### config.mk
export PLATFORM = sky130hd
export DESIGN_NAME = rr_arb8_ctrl_flat
export DESIGN_NICKNAME = d
export VERILOG_FILES = /design/src/rtl/rr_arb8_ctrl_pkg.sv /design/src/rtl/rr_arb8_ctrl_if.sv /design/src/rtl/rr_arb8_ctrl_dec.sv /design/src/rtl/rr_arb8_ctrl.sv /design/src/flat_wrapper.sv
export SDC_FILE = /design/constraint.sdc
export NUM_CORES = 1
export LEC_CHECK = 0
export ABC_CLOCK_PERIOD_IN_PS = 3900
export BUFFER_PORTS_ARGS = -buffer_cell sky130_fd_sc_hd__buf_2
export CORE_MARGIN = 1.5
export CORE_UTILIZATION = 59
export DETAILED_ROUTE_END_ITERATION = 6
export GPL_TIMING_DRIVEN = 0
export PLACE_DENSITY = 0.83
export SLEW_MARGIN = 15
export SYNTH_ARGS = -nofsm -noshare
export SYNTH_HDL_FRONTEND = slang
export SYNTH_SLANG_ARGS = --single-unit
### constraint.sdc
create_clock -name clk -period 3.9 [get_ports clk]
set_input_delay 0.78 -clock clk [delete_from_list [all_inputs] [get_ports clk]]
set_output_delay 0.78 -clock clk [all_outputs]
set_load 0.01 [all_outputs]
### src/rtl/rr_arb8_ctrl_pkg.sv
// -----------------------------------------------------------------------------
// rr_arb8_ctrl_pkg
//
// Shared arbiter definitions used by the round-robin arbiter, its interface
// and its one-hot decoder.
//
//   N_REQ        number of requesters sharing the downstream resource
//   IDX_W        width of a requester index (log2 of N_REQ)
//   arb_state_e  arbiter FSM encoding: ST_IDLE = 1'b0, ST_GRANT = 1'b1
//   idx_inc      modulo-N_REQ increment of a requester index
// -----------------------------------------------------------------------------
package rr_arb8_ctrl_pkg;

    localparam int N_REQ = 8;
    localparam int IDX_W = 3;

    typedef logic [N_REQ-1:0] req_vec_t;
    typedef logic [IDX_W-1:0] req_idx_t;

    typedef enum logic {
        ST_IDLE  = 1'b0,
        ST_GRANT = 1'b1
    } arb_state_e;

    // N_REQ is a power of two, so the natural wrap of an IDX_W-bit add is
    // exactly the modulo-N_REQ step the priority pointer needs (7 + 1 -> 0).
    function automatic req_idx_t idx_inc(input req_idx_t idx);
        return idx + req_idx_t'(1);
    endfunction

endpackage : rr_arb8_ctrl_pkg

### src/rtl/rr_arb8_ctrl_if.sv
// -----------------------------------------------------------------------------
// rr_arb8_ctrl_if
//
// Request/grant bundle between the requester side and the arbiter.
//
//   en         requester side -> arbiter  arbiter enable
//   req        requester side -> arbiter  request vector, bit i = requester i
//   gnt        arbiter -> requester side  one-hot grant, zero when not valid
//   gnt_idx    arbiter -> requester side  index of the current/last winner
//   gnt_valid  arbiter -> requester side  a grant is active this cycle
//
// Modports:
//   master  the requester side (drives en/req, observes the grant)
//   slave   the arbiter        (observes en/req, drives the grant)
// -----------------------------------------------------------------------------
import rr_arb8_ctrl_pkg::*;

interface rr_arb8_ctrl_if;

    logic     en;
    req_vec_t req;
    req_vec_t gnt;
    req_idx_t gnt_idx;
    logic     gnt_valid;

    modport master (
        output en,
        output req,
        input  gnt,
        input  gnt_idx,
        input  gnt_valid
    );

    modport slave (
        input  en,
        input  req,
        output gnt,
        output gnt_idx,
        output gnt_valid
    );

endinterface : rr_arb8_ctrl_if

### src/rtl/rr_arb8_ctrl_dec.sv
// -----------------------------------------------------------------------------
// onehot_dec3to8
//
// Combinational 3-to-8 one-hot decoder with enable.
//
//   idx     input   3  index to decode
//   en      input   1  decoder enable
//   onehot  output  8  bit idx set when en=1, all zero when en=0
// -----------------------------------------------------------------------------
import rr_arb8_ctrl_pkg::*;

module onehot_dec3to8 (
    input  req_idx_t idx,
    input  logic     en,
    output req_vec_t onehot
);

    always_comb begin
        onehot = '0;
        if (en) begin
            onehot[idx] = 1'b1;
        end
    end

endmodule : onehot_dec3to8

### src/rtl/rr_arb8_ctrl.sv
// -----------------------------------------------------------------------------
// rr_arb8_ctrl
//
// 8-way round-robin arbiter sharing one downstream resource. One winner is
// granted at a time; the grant is held while the winner keeps requesting, up
// to MAX_HOLD consecutive cycles (0 = unlimited). On release the priority
// pointer moves just past the winner and one idle cycle separates grants.
//
// Parameters:
//   MAX_HOLD  maximum consecutive grant cycles per winner (1..255, 0 = no limit)
//   CNT_W     width of the hold counter, must be able to hold MAX_HOLD
//
// Ports:
//   clk   input   1  system clock, rising edge
//   rst   input   1  synchronous active-high reset, overrides everything
//   bus   slave modport of rr_arb8_ctrl_if:
//           en, req                 (inputs)
//           gnt, gnt_idx, gnt_valid (outputs, all from registered state)
// -----------------------------------------------------------------------------
import rr_arb8_ctrl_pkg::*;

module rr_arb8_ctrl #(
    parameter int MAX_HOLD = 4,
    parameter int CNT_W    = 8
) (
    input  logic                clk,
    input  logic                rst,
    rr_arb8_ctrl_if.slave       bus
);

    localparam logic [CNT_W-1:0] HOLD_LIM = CNT_W'(MAX_HOLD);
    localparam logic [CNT_W-1:0] CNT_ONE  = CNT_W'(1);
    localparam logic             HOLD_EN  = (MAX_HOLD != 0);

    arb_state_e       state_q,    state_d;
    req_idx_t         ptr_q,      ptr_d;
    req_idx_t         gnt_idx_q,  gnt_idx_d;
    logic [CNT_W-1:0] hold_cnt_q, hold_cnt_d;

    req_idx_t         winner;
    logic             winner_found;
    logic             limit_hit;
    logic             release_now;
    logic             gnt_valid;
    req_vec_t         gnt_vec;

    // Rotating priority search: visit ptr, ptr+1, ... wrapping modulo 8 and
    // take the first requester found. The 3-bit add supplies the wrap.
    always_comb begin
        req_idx_t cand;
        winner       = ptr_q;
        winner_found = 1'b0;
        for (int k = 0; k < N_REQ; k++) begin
            cand = ptr_q + req_idx_t'(k);
            if (!winner_found && bus.req[cand]) begin
                winner       = cand;
                winner_found = 1'b1;
            end
        end
    end

    // Hold limit only applies when MAX_HOLD is non-zero; with no limit the
    // counter simply saturates and never forces a release.
    assign limit_hit   = HOLD_EN && (hold_cnt_q == HOLD_LIM);
    assign release_now = !bus.req[gnt_idx_q] || !bus.en || limit_hit;

    // Next-state / output logic.
    always_comb begin
        state_d    = state_q;
        ptr_d      = ptr_q;
        gnt_idx_d  = gnt_idx_q;
        hold_cnt_d = hold_cnt_q;

        unique case (state_q)
            ST_IDLE: begin
                // winner_found is equivalent to req != 0.
                if (bus.en && winner_found) begin
                    gnt_idx_d  = winner;
                    hold_cnt_d = CNT_ONE;
                    state_d    = ST_GRANT;
                end
            end

            ST_GRANT: begin
                // Requests from other requesters are not looked at here;
                // they are only considered once back in IDLE, which also
                // gives the mandatory single idle cycle between grants.
                if (release_now) begin
                    ptr_d   = idx_inc(gnt_idx_q);
                    state_d = ST_IDLE;
                end else if (hold_cnt_q != '1) begin
                    hold_cnt_d = hold_cnt_q + CNT_ONE;
                end
            end

            default: begin
                state_d = ST_IDLE;
            end
        endcase
    end

    always_ff @(posedge clk) begin
        if (rst) begin
            state_q    <= ST_IDLE;
            ptr_q      <= '0;
            gnt_idx_q  <= '0;
            hold_cnt_q <= '0;
        end else begin
            state_q    <= state_d;
            ptr_q      <= ptr_d;
            gnt_idx_q  <= gnt_idx_d;
            hold_cnt_q <= hold_cnt_d;
        end
    end

    // The valid flag is the FSM state itself, so the grant vector is decoded
    // purely from registers and cannot glitch with req.
    assign gnt_valid = (state_q == ST_GRANT);

    onehot_dec3to8 u_dec (
        .idx    (gnt_idx_q),
        .en     (gnt_valid),
        .onehot (gnt_vec)
    );

    assign bus.gnt       = gnt_vec;
    assign bus.gnt_idx   = gnt_idx_q;
    assign bus.gnt_valid = gnt_valid;

endmodule : rr_arb8_ctrl

### src/flat_wrapper.sv
// flat-port wrapper written by rule: the top's interface ports become plain ports
module rr_arb8_ctrl_flat 
#(
    parameter int MAX_HOLD = 4,
    parameter int CNT_W    = 8
)
  (clk, rst, bus_en, bus_req, bus_gnt, bus_gnt_idx, bus_gnt_valid);
  rr_arb8_ctrl_if bus_i ();
  input  logic clk;
  input  logic rst;
  input wire logic [$bits(bus_i.en)-1:0] bus_en;
  input wire logic [$bits(bus_i.req)-1:0] bus_req;
  output wire logic [$bits(bus_i.gnt)-1:0] bus_gnt;
  output wire logic [$bits(bus_i.gnt_idx)-1:0] bus_gnt_idx;
  output wire logic [$bits(bus_i.gnt_valid)-1:0] bus_gnt_valid;
  assign bus_i.en = bus_en;
  assign bus_i.req = bus_req;
  assign bus_gnt = bus_i.gnt;
  assign bus_gnt_idx = bus_i.gnt_idx;
  assign bus_gnt_valid = bus_i.gnt_valid;
  rr_arb8_ctrl #(.MAX_HOLD(MAX_HOLD), .CNT_W(CNT_W)) u_core (.clk(clk), .rst(rst), .bus(bus_i));
endmodule
**After elaboration in Yosys (flattened, before gate mapping)**

Cells that the tools add are included.

- Reduce and logical (&&, ||, !) cells: 23
- Div/mod/pow operators: 0
- Muxes and demuxes: 43
- Equal/unequal tests: 5
- Multiply operators: 0
- $lt $le $gt $ge: 10
- Add/sub/neg operators: 9
- Bitwise gates (word level): 1
- Shift-type cells: 0

Operators with widths:

| cell | number |
|---|---|
| 3-bit by 4-bit < comparator with 1-bit output (second input constant) | 9 |
| 8-bit 2-to-1 mux | 4 |
| 1-bit binary-select mux with 3-bit select | 9 |
| 3-bit 2-to-1 mux | 7 |
| 1-bit 2-to-1 mux | 20 |
| 8-bit case mux with 2 select lines | 1 |
| 3-bit adder (second input constant) | 4 |
| 1-bit logical AND | 9 |
| 1-bit zero test | 9 |
| 8-bit by 1-bit adder with 8-bit output (second input constant) | 1 |
| 8-bit by 3-bit == test with 1-bit output (second input constant) | 1 |
| 8-bit inequality test (second input constant) | 1 |
| 3-bit by 1-bit adder with 3-bit output (second input constant) | 2 |
| 3-bit by 2-bit adder with 3-bit output (second input constant) | 2 |
| 2-bit inequality test (second input constant) | 2 |
| 2-bit AND reduction | 2 |
| 1-bit demux with 3-bit select | 1 |
| 3-bit by 1-bit greater-or-equal comparator with 1-bit output (second input constant) | 1 |
| 3-bit AND reduction | 1 |
| 1-bit logical OR | 2 |
| 2-bit by 1-bit inequality test with 1-bit output (second input constant) | 1 |
| 1-bit case mux with 2 select lines | 1 |
| 1-bit NOT | 1 |

- RAM bits: 0
- Output and inout bits: 12
- Flip-flop bits (word level): 15
- Memories: 0
- Input bits: 11
- Bits in latches: 0
- Word-level logic and storage cells: 95
- Bits in read-only memories: 0

**Depth between registers and ports, before layout**

- Word-level depth: 27
- Gate-level depth with buffers: 13
- Depth with buffers taken out: 9

**By module**

A second synthesis with hierarchy kept.

- Cell total of the unflattened synthesis: 206
- Area, all modules: 1946.9 um^2

Modules (own cells, without submodules):

| module | seq. area each (um^2) | instances | cells each | area each (um^2) |
|---|---|---|---|---|
| rr_arb8_ctrl | 300.3 | 1 | 198 | 1850.5 |
| onehot_dec3to8 | 0.0 | 1 | 8 | 96.3 |

**Least setup slack after synthesis**

OpenSTA, ideal clock, no wires.

- Path type: flip-flop to flip-flop
- From: reg u_core.ptr_q[1]
- To: reg u_core.gnt_idx_q[1], in the netlist u_core.bus.gnt_idx[1]
- Path slack: 0.745 ns
- Library setup time: 0.122 ns
- Cell stages (with the launch flop): 11
- Path buffers: 2
- Required time: 3.778 ns
- Period minus slack after synthesis: 3.155 ns
- Data arrival time: 3.033 ns
- Cell sequence: dfxtp_1 -> buf_2 -> inv_1 -> ha_1 -> buf_6 -> mux4_2 -> mux2_2 -> or2_2 -> o311a_1 -> and4bb_1 -> a311o_1

- Longest elaborated chain between the ends: 26
- Elaborated cells on any way between the ends: 54

Ends and longest elaborated chain:

| item | line | source |
|---|---|---|
| start, declared | rr_arb8_ctrl.sv:36 | `req_idx_t ptr_q, ptr_d;` |
| start signal, assigned | rr_arb8_ctrl.sv:110 | `ptr_q <= ptr_d;` |
| branches (longest 26 deep; another with 3-bit by 1-bit adder with 3-bit output) | - |  |
| end signal, assigned | rr_arb8_ctrl.sv:111 | `gnt_idx_q <= gnt_idx_d;` |
| end, declared | rr_arb8_ctrl.sv:37 | `req_idx_t gnt_idx_q, gnt_idx_d;` |

Several ways; the timed one is not identified. The select of a mux whose other input is x is not followed.
A chain may end at the register's enable or synchronous reset.

**Worst setup path after layout**

Same ends and word-level chain as after synthesis.

==> impl_summary.md <==
Timing
Setup repair after global routing left no endpoint under its margin. The time the worst path needs with I/O delays and setup is roughly 3.6 ns. The setup total negative slack is 0 ns. The hold violation count in the final report was 0.

The worst pin sits at a relative slew slack of 0.620. The worst setup margin is ~0.32 ns. The max-slew violation count is 0. At the pin with the least slew margin, the transition time is approximately 0.56 ns. Across the routed clock network, the largest skew measured is 0.0112 ns.

The maximum clock frequency is 279 MHz. The final count of negative-setup-slack endpoints is 0. The period utilization is 0.918.

Placement
In this run the tool buffered the top-level ports with 22 buffer cells. The placed wire-length estimate after detailed placement is approximately 3.7 mm. The final weighted congestion in routability-driven placement is roughly 0.93. The worst setup slack before clock tree synthesis is 0.301 ns. Summing all placed instances gives a cell area of 0.00202 mm^2.

Synthesis
The average cell area after synthesis is 8.65 um^2. dfxtp_1 takes more of the synthesized area than any other cell. The xor and xnor fraction of the mapped netlist area is 0.0276. Synthesis handed over a netlist of approximately 220 instances. The share of flip-flops with an asynchronous set or reset is 0. The area fraction in compound gates after synthesis came to 0.197. For this run, the register share of the synthesized area comes to 0.162.

Synthesis produced a netlist with a net count of 231. Of the total synthesized cell area, the portion taken by full adders, half adders and majority gates is 0.0336. The combinational family with the most area after synthesis is multiplexers. After synthesis the netlist holds a flip-flop and latch count of 15.

Of the post-synthesis cell area, the part taken by muxes is 0.292. The number of synthesized flops with an enable pin is 0. Of the total synthesized cell area, the portion taken by AND, OR, NAND and NOR gates is 0.227.

The prevailing post-synth register cell is dfxtp_1. In the post-synthesis netlist, the cell with the most instances is nor2_1. The Yosys step of the flow raised 0 warnings. After synthesis, the most frequently instantiated cells are 20 x nor2_1, 18 x mux2i_1, 17 x a21oi_1. The top cell type's share of synthesized area is 0.162. After synthesis, the cell types taking the most area are dfxtp_1 16%, mux4_2 16%, mux2i_1 9.7%.

The number of distinct library cells after synthesis is slightly below 60. The synthesized cell area is approximately 0.0019 mm^2.

Route
The total iterations of the first detailed-routing run is 5. For this block, the routed nets add up to a little under 5 mm of wire. In the final routed layout, each cell accounts on average for ~17 um. The detail route stage leaves a number of antenna-violating nets equal to 0.

In the routed design, unresolved DRC markers number 0. The detailed router's first-iteration violation count is 140. The average via count per standard cell is 6.48. The routed via count is approximately 1800.

Die
The placement row count is 20. The initial utilization of the core area, before any placement, comes to 0.614. In this run the horizontal extent of the chip is slightly below 60 um. The height of the die is approximately 59 um.

The placeable core region is 0.00303 mm^2. During I/O placement, the number of pins put on the boundary was 23. The floorplan step defined a die boundary enclosing around 0.0035 mm^2.

Clock tree
The buffer cell driving the clock tree root is clkbuf_4. TritonCTS built the clock tree. CTS saw 15 sinks. The largest buffer count on any clock path is 2. After clock tree synthesis, the setup repair step added 0 buffers. The worst-skew pair later-pin latency is about 0.30 ns. In this run the number of H-tree levels came out at 1.

The clock-pin slew of the registers on the worst-case setup and hold paths is around 0.10 ns. Clock tree synthesis inserted a total of 3 buffers.

Power
The analysis attributes to cell leakage a power of 0.790 nW. The cell area power density is 265 mW/mm^2. The worst IR drop on VDD is 203 uV.

Cells and area
Fill cells in the final layout number between 200 and 300. The fraction of final layout cells sized beyond drive strength 1 is 0.261. The final standard cell area without fillers is between 0.002 and 0.0025 mm^2.

At the end of the flow, the number of nets in the layout was between 200 and 300. The multi-input combinational cell area is between 0.001 and 0.0015 mm^2. The final core utilization is 0.683.

Summing all flip-flop and latch instances after layout gives roughly 300 um^2. From synthesis to final layout, the design area changed by 11.2%. The total inserted antenna cells is 0.

Worst setup path
The maximum fanout along the worst path is 10. At the worst endpoint, the arrival time is roughly 3.8 ns. The delay of the slowest cell on the worst path is 0.50 ns. The most frequent cell on the critical path is mux2i_1.

STA classifies the critical path startpoint as a register. Traced cell by cell, the critical path runs through buf_2 -> inv_1 -> ha_1 -> buf_6 -> buf_4 -> mux2i_1 -> mux2i_1 -> o221ai_4 -> nand4_4 -> o311a_1 -> and4bb_1 -> a311o_1. Among all stages on the critical path, the largest delay is contributed by dfxtp_1. The sort of element at the end of the critical path is a register.

The type of the worst setup path is register to register. The endpoint required time on the critical path is ~4.1 ns.

Global route
The aggregate global routing overflow is 0. For this run, the total global-route usage over all layers was measured as 0.309. The largest net degree at the start of global routing is 11. The wire length of the first global-routing pass is about 8.3 mm. The via count of the first global-routing pass is 1737. The initial antenna violation count came to 0.

Flow run
The reported max-cap violation count is 0.

Run status
The run finished with clean final reports.

Min path
The type of the most critical hold path is register to register.
[sequential cells by signal (all words and copies together) (netlist names)]
name,count
u_core.ptr_q,3
u_core.bus.gnt_valid,1
u_core.hold_cnt_q,8
u_core.bus.gnt_idx,3
[final timing paths]
check	start	endpoint	slack [ns]	cells past startpoint
max	u_core.ptr_q[1]	u_core.bus.gnt_idx[1]	0.32	12
min	u_core.hold_cnt_q[4]	u_core.hold_cnt_q[4]	0.51	2
min reg2reg	u_core.hold_cnt_q[4]	u_core.hold_cnt_q[4]	0.51	2
max reg2reg	u_core.ptr_q[1]	u_core.bus.gnt_idx[1]	0.32	12
[critical path, delay by kind of cell, from the launching register on]
kind	cells	cell delay, ns
buffers and inverters	4	0.79
AOI/OAI and AO/OA	3	0.99
and+or+nand+nor	2	0.40
muxes	2	0.47
DFF	1	0.50
adders and majority gates	1	0.31
[metrics by stage]
step                      cells  hold slack [ns]  power (mW)
after CTS                   285            0.509       0.539
after global routing        285            0.547       0.579
after floorplan             215            0.459       0.381
after global placement      281            0.483       0.436
after detailed placement    281            0.493       0.445
final                       285            0.509       0.547
[placed cells by master (no fill, tap or decap), types with 2 or more instances in the layout]
cell / instances
mux4_2: 13
buf_6: 2
or3_1: 3
dfxtp_1: 15
mux2_2: 5
nor2_1: 20
o21a_1: 2
o211ai_1: 3
or2_2: 2
o311a_1: 2
nand2b_1: 4
buf_2: 26
nand2_1: 12
a21oi_1: 17
ha_1: 5
nor3_1: 7
o21ai_0: 4
o2111ai_1: 2
inv_1: 9
mux2i_1: 18
xnor2_1: 3
and3_1: 6
clkbuf_4: 3
nand3_1: 14
clkbuf_1: 8
[where the power goes]
group | switching, mW | total [mW] | leakage [nW] | internal [mW]
sequential | 0.00908 | 0.169 | 0.122 | 0.160
clock | 0.0557 | 0.0956 | 0.0150 | 0.0400
combinational | 0.160 | 0.283 | 0.653 | 0.123
[per-layer routing]
| layer | GRT usage | part of all wire |
|---|---|---|
| met5 | 0 | 0 |
| met4 | 0.104 | 0.022 |
| met3 | 0.0349 | 0.051 |
| met2 | 0.519 | 0.48 |
| met1 | 0.413 | 0.44 |
[cell type report]
class                           count  area share
Inverter                           10      0.0181
Clock buffer                        4      0.0127
Sequential cell                    15       0.145
Timing Repair Buffer               22      0.0532
Tap cell                           44      0.0266
Multi-Input combinational cell    176       0.707
Buffer                             14      0.0369
[cells by family (layout without fill, tap and decap cells)]
logic type,count (synthesis),after routing
and+or+nand+nor,79,79
AOI/OAI and AO/OA,50,50
muxes,37,37
buffers and inverters,24,50
DFF,15,15
adders and majority gates,5,5
xor gates and xnor gates,5,5
[timing repair]
item / CTS / global route
gates resized for setup: 0 / 2
hold buffers: 0 / 0
setup endpoints to repair: 0 / 5
Power figures use the tool's default switching activity.
